--- src/rtl/seven_seg_pkg.sv ---
// Shared definitions for the seven-segment display path: segment codes,
// filter FSM states and the segment-to-hex inverse lookup.
package seven_seg_pkg;

  // Active-low segment codes, bit0 = a .. bit6 = g
  localparam logic [6:0] SEG_0     = 7'h40;
  localparam logic [6:0] SEG_1     = 7'h79;
  localparam logic [6:0] SEG_2     = 7'h24;
  localparam logic [6:0] SEG_3     = 7'h30;
  localparam logic [6:0] SEG_4     = 7'h19;
  localparam logic [6:0] SEG_5     = 7'h12;
  localparam logic [6:0] SEG_6     = 7'h02;
  localparam logic [6:0] SEG_7     = 7'h78;
  localparam logic [6:0] SEG_8     = 7'h00;
  localparam logic [6:0] SEG_9     = 7'h10;
  localparam logic [6:0] SEG_A     = 7'h08;
  localparam logic [6:0] SEG_B     = 7'h03;
  localparam logic [6:0] SEG_C     = 7'h46;
  localparam logic [6:0] SEG_D     = 7'h21;
  localparam logic [6:0] SEG_E     = 7'h06;
  localparam logic [6:0] SEG_F     = 7'h0E;
  localparam logic [6:0] SEG_BLANK = 7'h7F;

  typedef enum logic {
    SETTLING = 1'b0,
    LOCKED   = 1'b1
  } filt_state_t;

  // Returns {unknown, nibble}; unrecognised codes decode to nibble 0 with unknown set
  function automatic logic [4:0] seg2hex(input logic [6:0] seg);
    logic [4:0] res;
    case (seg)
      SEG_0:   res = 5'h00;
      SEG_1:   res = 5'h01;
      SEG_2:   res = 5'h02;
      SEG_3:   res = 5'h03;
      SEG_4:   res = 5'h04;
      SEG_5:   res = 5'h05;
      SEG_6:   res = 5'h06;
      SEG_7:   res = 5'h07;
      SEG_8:   res = 5'h08;
      SEG_9:   res = 5'h09;
      SEG_A:   res = 5'h0A;
      SEG_B:   res = 5'h0B;
      SEG_C:   res = 5'h0C;
      SEG_D:   res = 5'h0D;
      SEG_E:   res = 5'h0E;
      SEG_F:   res = 5'h0F;
      default: res = 5'h10;
    endcase
    return res;
  endfunction

endpackage

--- src/rtl/seven_seg_pattern_decode.sv ---
// Combinational inverse of the hex-to-segment encoder: 7 segment lines in,
// one nibble plus an unknown-pattern flag out.
module seven_seg_pattern_decode
  import seven_seg_pkg::*;
(
  input  logic [6:0] seg,
  output logic [3:0] nibble,
  output logic       unknown
);

  assign {unknown, nibble} = seg2hex(seg);

endmodule

--- src/rtl/seven_seg_scan_decoder.sv ---
// Monitor for a scanned seven-segment bus: samples digit select and segments,
// waits for them to settle, decodes each digit and publishes a whole word once
// every digit position has been seen.
module seven_seg_scan_decoder
  import seven_seg_pkg::*;
#(
  parameter int NUM_DIGITS    = 8,
  parameter int STABLE_CYCLES = 4
) (
  input  logic                    clk,
  input  logic                    rst,
  input  logic [6:0]              SegIn,
  input  logic [NUM_DIGITS-1:0]   DigSel,
  output logic [4*NUM_DIGITS-1:0] Dout,
  output logic                    DoutValid,
  output logic [NUM_DIGITS-1:0]   DigitErr,
  output logic                    SelErr
);

  localparam int         SW         = NUM_DIGITS + 7;
  localparam logic [7:0] STABLE_CNT = 8'(STABLE_CYCLES);

  logic [SW-1:0]           smp;
  logic [SW-1:0]           smp_d;
  logic [7:0]              cnt;
  logic [7:0]              cnt_next;
  filt_state_t             state;
  filt_state_t             state_next;
  logic                    changed;
  logic                    strobe;
  logic [NUM_DIGITS-1:0]   smp_sel;
  logic [6:0]              smp_seg;
  logic [NUM_DIGITS-1:0]   sel_hot;
  logic                    sel_blank;
  logic                    sel_onehot;
  logic [NUM_DIGITS-1:0]   capture;
  logic [3:0]              dec_nibble;
  logic                    dec_unknown;
  logic [NUM_DIGITS-1:0]   mask;
  logic [4*NUM_DIGITS-1:0] shadow;
  logic [NUM_DIGITS-1:0]   errsh;
  logic                    frame_full;

  assign smp_sel    = smp[SW-1:7];
  assign smp_seg    = smp[6:0];
  assign sel_hot    = ~smp_sel;
  assign sel_blank  = (smp_sel == '1);
  assign sel_onehot = $onehot(sel_hot);
  assign capture    = (strobe && sel_onehot) ? sel_hot : '0;
  assign frame_full = (mask == '1);

  seven_seg_pattern_decode u_decode (
    .seg     (smp_seg),
    .nibble  (dec_nibble),
    .unknown (dec_unknown)
  );

  // Input stage: one register on the pins plus the previous sample for change detection
  always_ff @(posedge clk) begin
    if (rst) begin
      smp   <= '0;
      smp_d <= '0;
    end else begin
      smp   <= {DigSel, SegIn};
      smp_d <= smp;
    end
  end

  // Filter state and stability counter registers
  always_ff @(posedge clk) begin
    if (rst) begin
      state <= SETTLING;
      cnt   <= '0;
    end else begin
      state <= state_next;
      cnt   <= cnt_next;
    end
  end

  // Stability filter: count identical samples and emit one strobe per settled value
  always_comb begin
    changed    = (smp != smp_d);
    cnt_next   = cnt;
    state_next = state;
    strobe     = 1'b0;
    case (state)
      SETTLING: begin
        if (changed)
          cnt_next = 8'd1;
        else if (cnt != 8'hFF)
          cnt_next = cnt + 8'd1;
      end
      LOCKED: begin
        if (changed)
          cnt_next = 8'd1;
      end
      default: begin
        cnt_next = 8'd1;
      end
    endcase
    if ((state == SETTLING || changed) && cnt_next == STABLE_CNT) begin
      strobe     = 1'b1;
      state_next = LOCKED;
    end else if (changed) begin
      state_next = SETTLING;
    end
  end

  // Frame assembly: capture strobed digits into the shadow word and publish full frames
  always_ff @(posedge clk) begin
    if (rst) begin
      mask      <= '0;
      shadow    <= '0;
      errsh     <= '0;
      Dout      <= '0;
      DigitErr  <= '0;
      DoutValid <= 1'b0;
      SelErr    <= 1'b0;
    end else begin
      DoutValid <= 1'b0;
      SelErr    <= strobe && !sel_blank && !sel_onehot;
      if (frame_full) begin
        Dout      <= shadow;
        DigitErr  <= errsh;
        DoutValid <= 1'b1;
      end
      for (int i = 0; i < NUM_DIGITS; i++) begin
        if (capture[i]) begin
          shadow[4*i +: 4] <= dec_nibble;
          errsh[i]         <= dec_unknown;
        end
      end
      mask <= (frame_full ? '0 : mask) | capture;
    end
  end

endmodule

--- config.mk ---
export PLATFORM = sky130hd
export DESIGN_NAME = seven_seg_scan_decoder
export DESIGN_NICKNAME = d
export VERILOG_FILES = /design/src/rtl/seven_seg_pkg.sv /design/src/rtl/seven_seg_pattern_decode.sv /design/src/rtl/seven_seg_scan_decoder.sv
export SDC_FILE = /design/constraint.sdc
export NUM_CORES = 1
export LEC_CHECK = 0
export CELL_PAD_IN_SITES_DETAIL_PLACEMENT = 0
export CELL_PAD_IN_SITES_GLOBAL_PLACEMENT = 2
export CORE_ASPECT_RATIO = 1.75
export CORE_MARGIN = 4
export CORE_UTILIZATION = 42
export DETAILED_ROUTE_END_ITERATION = 12
export DONT_BUFFER_PORTS = 1
export PLACE_DENSITY = 0.9
export SLEW_MARGIN = 20
export SYNTH_ARGS = -nofsm -noshare
export SYNTH_HDL_FRONTEND = slang
export SYNTH_SLANG_ARGS = --single-unit
--- constraint.sdc ---
create_clock -name clk -period 6.73 [get_ports clk]
set_input_delay 0.3365 -clock clk [delete_from_list [all_inputs] [get_ports clk]]
set_output_delay 0.3365 -clock clk [all_outputs]
set_load 0.02 [all_outputs]
---- Word level (Yosys, flattened, before mapping) ----
Index checks and enable logic that the tools add are counted.
W data, S select, Z words.
word-level totals
  input bits .............................. 17
  output and inout bits ................... 42
  logic and storage cells ................. 77
  flip-flop bits (word level) ............. 129
operators by class
  reductions and logical operators ........ 9
  muxes and demuxes ....................... 11
  bitwise operators ....................... 3
  equality and inequality tests ........... 21
  add/sub/neg operators ................... 8
operators by type and width
  cell                   number
  $pmux W5 S16           1
  $mux W8                5
  $eq A7 B7 Y1 const B   4
  $eq A7 B5 Y1 const B   3
  $eq A7 B6 Y1 const B   3
  $eq A8 B8 Y1 const B   2
  $pmux W8 S2            1
  $ne A15 B15 Y1         1
  $eq A7 B2 Y1 const B   2
  $eq A7 B4 Y1 const B   2
  $add A1 B1 Y2          4
  $add A8 B1 Y8 const B  1
  $eq A8 B3 Y1 const B   1
  $ne A8 B8 Y1 const B   1
  $not A8 Y8             1
  $or A8 B8 Y8           1
  $eq A7 B3 Y1 const B   1
  $logic_not A7 Y1       1
  $add A2 B2 Y3          2
  $add A3 B3 Y4          1
  $eq A4 B1 Y1 const B   1
  $logic_and A1 B1 Y1    4
  $mux W1                4
  $logic_not A1 Y1       2
  3 further kinds        3

---- Logic depth before layout (Yosys ltp) ----
Gate-level depths: netlist of run 1.
  word-level depth ........................ 10
  depth in mapped cells ................... 13
  gate-level depth less buffers ........... 13

---- Cells and area by module ----
A second synthesis of run 1 with hierarchy kept.
second synthesis, totals
  cell total of the unflattened synthesis .. 583
  area total of the unflattened synthesis .. 5675.4 µm²
by module, submodules not included
  module                    area each (µm²)  sequential area each (µm²)  cells an instance  times used
  seven_seg_scan_decoder    5281.3           2582.5                      532                1
  seven_seg_pattern_decode  394.1            0.0                         51                 1

---- Least setup slack after synthesis of run 1 ----
No wires, ideal clock.
  path type ............................... reg2reg
  from .................................... reg smp[7]
  to ...................................... reg errsh[0]
  cell stages (with the launch flop) ...... 14
  setup slack ............................. 2.864 ns
  data required time ...................... 6.654 ns
  arrival time ............................ 3.791 ns
  period minus slack after synthesis ...... 3.866 ns
  buffers on the path ..................... 0
  setup time .............................. 0.076 ns
  cell sequence ........................... dfxtp_1 > fa_1 > inv_1 > fa_1 > fa_1 > ha_1 > inv_1 > fa_1 > a211oi_1 > mux2i_1 > nor2_1 > nand3_4 > nor4_4 > mux2i_1
between the ends
  word-level cells in the longest chain between the ends .. 8
  elaborated cells between the ends (all ways) .. 15
  those cells by class .................... 3 x add/sub; 3 x eq/ne; 5 x mux; 1 x bitwise; 3 x reduce/logical
RTL lines
  element                                                                line                           source
  from (decl)                                                            seven_seg_scan_decoder.sv:23   logic [SW-1:0] smp;
  from (signal assigned)                                                 seven_seg_scan_decoder.sv:64   smp <= {DigSel, SegIn};
  parallel branches: the longest is 7 deep, another holds $add A3 B3 Y4  -
  $mux W8 *                                                              seven_seg_scan_decoder.sv:49   assign capture = (strobe && sel_onehot) ? sel_hot : '0;
  to (signal, indexed assignment)                                        seven_seg_scan_decoder.sv:130  errsh[i] <= dec_unknown;
  to (decl)                                                              seven_seg_scan_decoder.sv:41   logic [NUM_DIGITS-1:0] errsh;
Every way passes the cells marked *.
A chain may end at the register's enable or synchronous reset.

---- Worst setup path after layout of run 1 ----
  from .................................... reg smp[10]
  to ...................................... reg shadow[23]
between the ends
  word-level cells in the longest chain between the ends .. 8
  elaborated cells between the ends (all ways) .. 15
  those cells by class .................... 3 x add/sub; 3 x eq/ne; 5 x mux; 1 x bitwise; 3 x reduce/logical
RTL lines
  element                                                                line                           source
  parallel branches: the longest is 6 deep, another holds $add A3 B3 Y4  -
  $logic_and A1 B1 Y1 *                                                  seven_seg_scan_decoder.sv:49
  $mux W8 *                                                              seven_seg_scan_decoder.sv:49
  to (signal, indexed assignment)                                        seven_seg_scan_decoder.sv:129  shadow[4*i +: 4] <= dec_nibble;
  to (decl)                                                              seven_seg_scan_decoder.sv:40   logic [4*NUM_DIGITS-1:0] shadow;
Marked as above.

==> flow_summary.toml, run 1 <==
[power]
pwr-share-seq_pct = 43.5
power_mw = 1.813
p_sw_mw = 0.4181
p_sw_share_pct = 23.07
p_leak_nw = 2.015
p_int_mw = 1.394
vdd_drop_max_v = 0.0001733
combPwrFrac_pct = 4.6
p_clk_share_pct = 51.8
power-per-cell-area_nw_per_um2 = 299.5

[worst_setup_path]
cp.arrival_ns = 4.58
path_common_cell = "fa_1"
worst_path_max_delay_cell = "nor4_4"
crit_required_ns = 7.06
max_stage_delay_ns = 0.59
regToRegSetupSlack_ns = 2.48
crit_path_end_kind = "flip-flop"
path_class = "reg2reg"
path_buf_inv = 2
crit_family = "adder cells"
path_cells = "fa_1, inv_1, fa_1, fa_1, ha_1, inv_1, fa_1, a211oi_1, mux2i_1, nor2_1, nand3_4, nor4_4, mux2i_1"
start_kind = "flip-flop"
crit_fanout = 8

[timing]
max_slew_margin_pct = 38.08
final.setup.tns_ns = 0
setup_violations = 0
hold_viol = 0
layout_setup_ws_ns = 2.483
worst_pin_slew_ns = 0.9286
clock_skew_ns = 0.008033
fmax_ghz = 0.2354
fin_crit_sh_pct = 63.11
drv_slew = 0
rsz0062_at_grt = "false"
holdWs_ns = 0.02192
min_period_ns = 4.247

[cells_and_area]
syn_to_final_growth_pct = 12.93
n_antenna_cell = 0
layout.nets = 594
drive_above_1_share_pct = 9.983
num-fill-cells = 1181

[logic_synthesis]
synth_top_area_cell = "dfxtp_1"
synth.most_common_cell = "nand2_1"
seq_area_frac_synth_pct = 48.19
synthesis.nets = 606
synth_top_area_share_pct = 48.19
synth_warnings = 0
synth_area_leaders = "dfxtp_1 (48%), nand2_1 (9.5%), mux2i_1 (7.8%)"
syn_avg_cell_area_um2 = 9.239
yosysUniqueCellTypes = 55
synth_top_flop_cell = "dfxtp_1"
synth_cells = 580
synth-seq-cells = 129
synth_edf_count = 0
synthTopCellsByCount = "nand2_1 (136), dfxtp_1 (129), a21oi_1 (45)"
synthArstFlopShare_pct = 0
synth_area_um2 = 5359

[drt]
ant_nets = 0
wl_per_cell_um = 15.76
routed_wl_um = 11800
via_per_inst = 5.139
drcViolationCount = 0
drt_iter0_markers = 163
first_pass_iters = 4
vias = 3849

[grt]
antenna_found_initial = 0
grt.total_usage_pct = 16.90
overflow = 0
grt_pass1_vias = 3911
grt_pass1_wl_um = 19250
grt_max_degree = 67

[place]
port_buffers = 0
gp_congestion = 0.8286
place_ws_ns = 2.518
hpwl_um = 7816

[cts]
cts_tree = "done"
post_cts_buffers = 0
cts.sinks = 129
htreeDepth = 4
clockBufferDepth = 2
path_clk_slew_ns = 0.06
ctsRootBufferMaster = "clkbuf_16"
cts_buffers = 17
clock_latency_ns = 0.41

[die]
die_area_um2 = 14700
core_um2 = 12500
start_util_pct = 42.87
die_w_um = 93.39
io_pins = 59
die_h_um = 157.4
row_count = 54

[min_path]
hp-class = "in2reg"

[status]
status = "finished clean"

[flow_run]
cap_violations = 0
## registers in the layout, indices dropped and copies added (netlist names)
| signal | flops |
|---|---|
| DigitErr | 8 |
| mask | 8 |
| DoutValid | 1 |
| smp_d | 15 |
| cnt | 8 |
| SelErr | 1 |
| shadow | 32 |
| Dout | 32 |
| smp | 15 |
| state | 1 |
| errsh | 8 |
## power groups by stage
| stage | clock [mW] | combinational (mW) | sequential [mW] |
|---|---|---|---|
| after detailed placement | 0 | 0.0746 | 0.806 |
| after floorplan | 0 | 0.0716 | 0.797 |
| after global placement | 0 | 0.0727 | 0.805 |
| after global routing | 0.994 | 0.0941 | 0.790 |
| after CTS | 0.960 | 0.0839 | 0.789 |
| final | 0.940 | 0.0836 | 0.789 |
## through the flow
stage	cell area, um^2	utilization, %	instances
finish	6052	48.42	749
global route	6052	48.42	749
CTS	6052	48.42	749
detailed placement	5404	43.23	715
global placement	5404	43.23	715
floorplan	5359	-	580
## layout make-up
cell class | count | area (um^2) | share of cell area [%]
clock inverters | 14 | 181.4 | 2.998
flip-flops and latches | 129 | 2582 | 42.67
clock buffers | 18 | 429.2 | 7.091
repair buffers | 3 | 45.04 | 0.7443
multi-input cells | 404 | 2555 | 42.22
inverters | 13 | 48.80 | 0.8063
well taps | 168 | 210.2 | 3.473
## cell usage in the layout (no fill, tap or decap), types with 3 or more instances in the layout
cell type,synthesis,final
nand2b_1,4,4
clkinv_4,0,4
nor2_1,23,22
nand4_1,7,7
xor2_1,3,3
a21oi_1,45,45
nor3_1,9,9
xnor2_1,16,16
bufinv_16,0,3
nor4_4,8,8
o21a_1,9,9
dfxtp_1,129,129
and2_1,9,9
clkinvlp_4,0,3
nor3b_1,3,3
o21ai_0,10,10
fa_1,4,4
nand2_1,136,136
ha_1,5,5
nor2b_1,30,30
nand3_1,5,5
mux2i_1,42,42
inv_1,12,12
clkbuf_16,0,17
## cell families after synthesis
family | synth area share (%)
buf+inv | 4.179
simple gates | 25.40
mux | 8.335
fa+ha+maj | 2.662
flops | 48.19
xor+xnor | 3.105
compound gates | 8.125
## repair_timing
action,in CTS,in global routing
endpoints found under the hold margin,66,0
hold buffers,2,0
resized for setup,0,0
setup endpoints to repair,0,0
## per-layer routing
layer,track usage (%),routed length (um)
met2,30.75,6337
met4,6.778,288
met5,0,0
met1,18.70,4692
met3,3.874,486
## worst paths after layout
check / cells after the start / start / to
max: 13 / smp[10] / shadow[23]
min: 1 / rst / smp[10]
max reg2reg: 13 / smp[10] / shadow[23]
min reg2reg: 2 / shadow[26] / Dout[26]
(Power assumes the default switching activity.)
==> run 2, diff against run 1 <==
--- a/config.mk
+++ b/config.mk
@@ -9,10 +9,10 @@
 export CELL_PAD_IN_SITES_GLOBAL_PLACEMENT = 2
 export CORE_ASPECT_RATIO = 1.75
 export CORE_MARGIN = 4
-export CORE_UTILIZATION = 42
+export CORE_UTILIZATION = 39
 export DETAILED_ROUTE_END_ITERATION = 12
 export DONT_BUFFER_PORTS = 1
-export PLACE_DENSITY = 0.9
+export PLACE_DENSITY = 0.85
 export SLEW_MARGIN = 20
 export SYNTH_ARGS = -nofsm -noshare
 export SYNTH_HDL_FRONTEND = slang
==> constraint.sdc (replaced) <==
create_clock -name clk -period 4.35 [get_ports clk]
set_input_delay 0.2175 -clock clk [delete_from_list [all_inputs] [get_ports clk]]
set_output_delay 0.2175 -clock clk [all_outputs]
set_load 0.02 [all_outputs]
==> run 2 against run 1 <==
Routed wire length rose by 4.3%. Sequential share of layout area decreased by 1.6 points. Utilization is 1.7 points lower. Critical path depth rose by 2. Hold slack worse by 0.014 ns. Highest routed layer unchanged. Global-route usage down 0.93 points. Via count increased by 1.2%. Worst setup slack worse by 2.2 ns. Clock skew is 0.0018 ns lower. Total power up 54%. Clock power up 52%. Critical endpoint is now shadow[15].
==> flow_summary.toml, run 2 (synthesized netlist as in run 1, its figures left out) <==
[status]
status = "finished clean"

[worst_setup_path]
start_kind = "flip-flop"
ff2ff_path_depth = 15
crit_required_ns = 4.68
path_common_cell = "fa_1"
startpoint = "smp[7]"
crit_path_end_kind = "flip-flop"
worst_path_max_delay_cell = "fa_1"
path_class = "reg2reg"
reg2reg_from = "smp[7]"
cp.arrival_ns = 4.44
crit_fanout = 5
path_buf_inv = 4
path_cells = "fa_1, inv_1, fa_1, fa_1, ha_1, inv_1, fa_1, a211oi_1, mux2i_1, nor2_2, nand3_4, buf_4, nor4_4, buf_4, mux2i_1"
crit_family = "adder cells"
path_depth = 15
max_stage_delay_ns = 0.57

[grt]
grt_pass1_wl_um = 20050
antenna_found_initial = 0
grt.total_usage_pct = 15.97
overflow = 0
grt_pass1_vias = 4014
grt_max_degree = 73

[die]
core_um2 = 13450
io_pins = 59
start_util_pct = 39.83
row_count = 56
die_h_um = 163.1
die_area_um2 = 15750
die_w_um = 96.61

[cts]
cts.sinks = 129
path_clk_slew_ns = 0.06
htreeDepth = 4
ctsRootBufferMaster = "clkbuf_16"
cts_buffers = 17
cts_tree = "done"
clockBufferDepth = 2
clock_latency_ns = 0.41

[place]
place_ws_ns = 0.1219
dpl-instance-area_um2 = 5441
gp_congestion = 0.8059
hpwl_um = 8099
port_buffers = 0

[cells_and_area]
final_cell_mix = "nand2_1 (136), dfxtp_1 (129), a21oi_1 (45), mux2i_1 (42), nor2b_1 (30)"
top_regs = "Dout: 32 flops, shadow: 32 flops"
n_antenna_cell = 0
drive_above_1_share_pct = 11.88
layout.nets = 620
final_common_cell = "nand2_1"
fin_area_um2 = 6285
syn_to_final_growth_pct = 17.28

[drt]
routed_wl_um = 12310
wl_per_cell_um = 15.79
drt_iter0_markers = 114
via_per_inst = 4.995
vias = 3896
first_pass_iters = 4
drcViolationCount = 0
ant_nets = 0

[timing]
fin_crit_sh_pct = 94.37
hold_viol = 0
max_slew_margin_pct = 34.36
worst_pin_slew_ns = 0.9844
layout_setup_ws_ns = 0.2451
clock_skew_ns = 0.006191
min_period_ns = 4.105
final.setup.tns_ns = 0
fmax_ghz = 0.2436
setup_violations = 0
drv_slew = 0
holdWs_ns = 0.007924

[flow_run]
cap_violations = 0

[power]
combPwrFrac_pct = 5.1
p_sw_mw = 0.6281
p_sw_share_pct = 22.51
pwr-share-seq_pct = 43.8
p_clk_share_pct = 51.2
power-per-cell-area_nw_per_um2 = 444.0
vdd_drop_max_v = 0.0003004
p_int_mw = 2.162
p_leak_nw = 2.130

[min_path]
hp-class = "in2reg"
hold_depth = 1
hold_start = "DigSel[0]"
==> run 2: routing by layer <==
layer / global-route usage [%] / part of all wire [%]
met4: 9.137 / 4.0
met2: 29.18 / 53
met5: 0 / 0
met3: 4.145 / 3.5
met1: 16.31 / 40
==> run 2: timing repair <==
action | CTS | global route
resized for setup | 0 | 1
hold buffers | 14 | 1
buffers inserted | 0 | 9
setup endpoints to repair | 0 | 43
hold endpoints to repair | 72 | 1
==> run 2: area by class of cell <==
class,count,area [um^2]
clock buffers,21,480.5
clock inverters,10,125.1
fillers,1311,7168
inverters,13,48.80
multi-input cells,404,2557
flip-flops and latches,129,2582
well taps,174,217.7
repair buffers,29,272.8
==> run 2: worst paths after layout <==
check	endpoint	slack [ns]
setup / recovery	shadow[15]	0.25
hold / removal	smp[7]	0.008
setup reg to reg	shadow[15]	0.25
hold reg to reg	Dout[17]	0.45
==> run 2: metrics by stage <==
step	util [%]	power (mW)	cells
after global routing	46.72	2.897	780
after CTS	46.12	2.822	770
after floorplan	-	1.343	580
after detailed placement	40.45	1.365	725
after global placement	40.45	1.359	725
final	46.72	2.790	780
==> run 2: power by group through the flow <==
stage	Clock [mW]	Sequential, mW	Combinational, mW
after CTS	1.46	1.22	0.141
after global routing	1.52	1.22	0.160
final	1.43	1.22	0.142
after global placement	0	1.25	0.113
after detailed placement	0	1.25	0.118
after floorplan	0	1.23	0.111
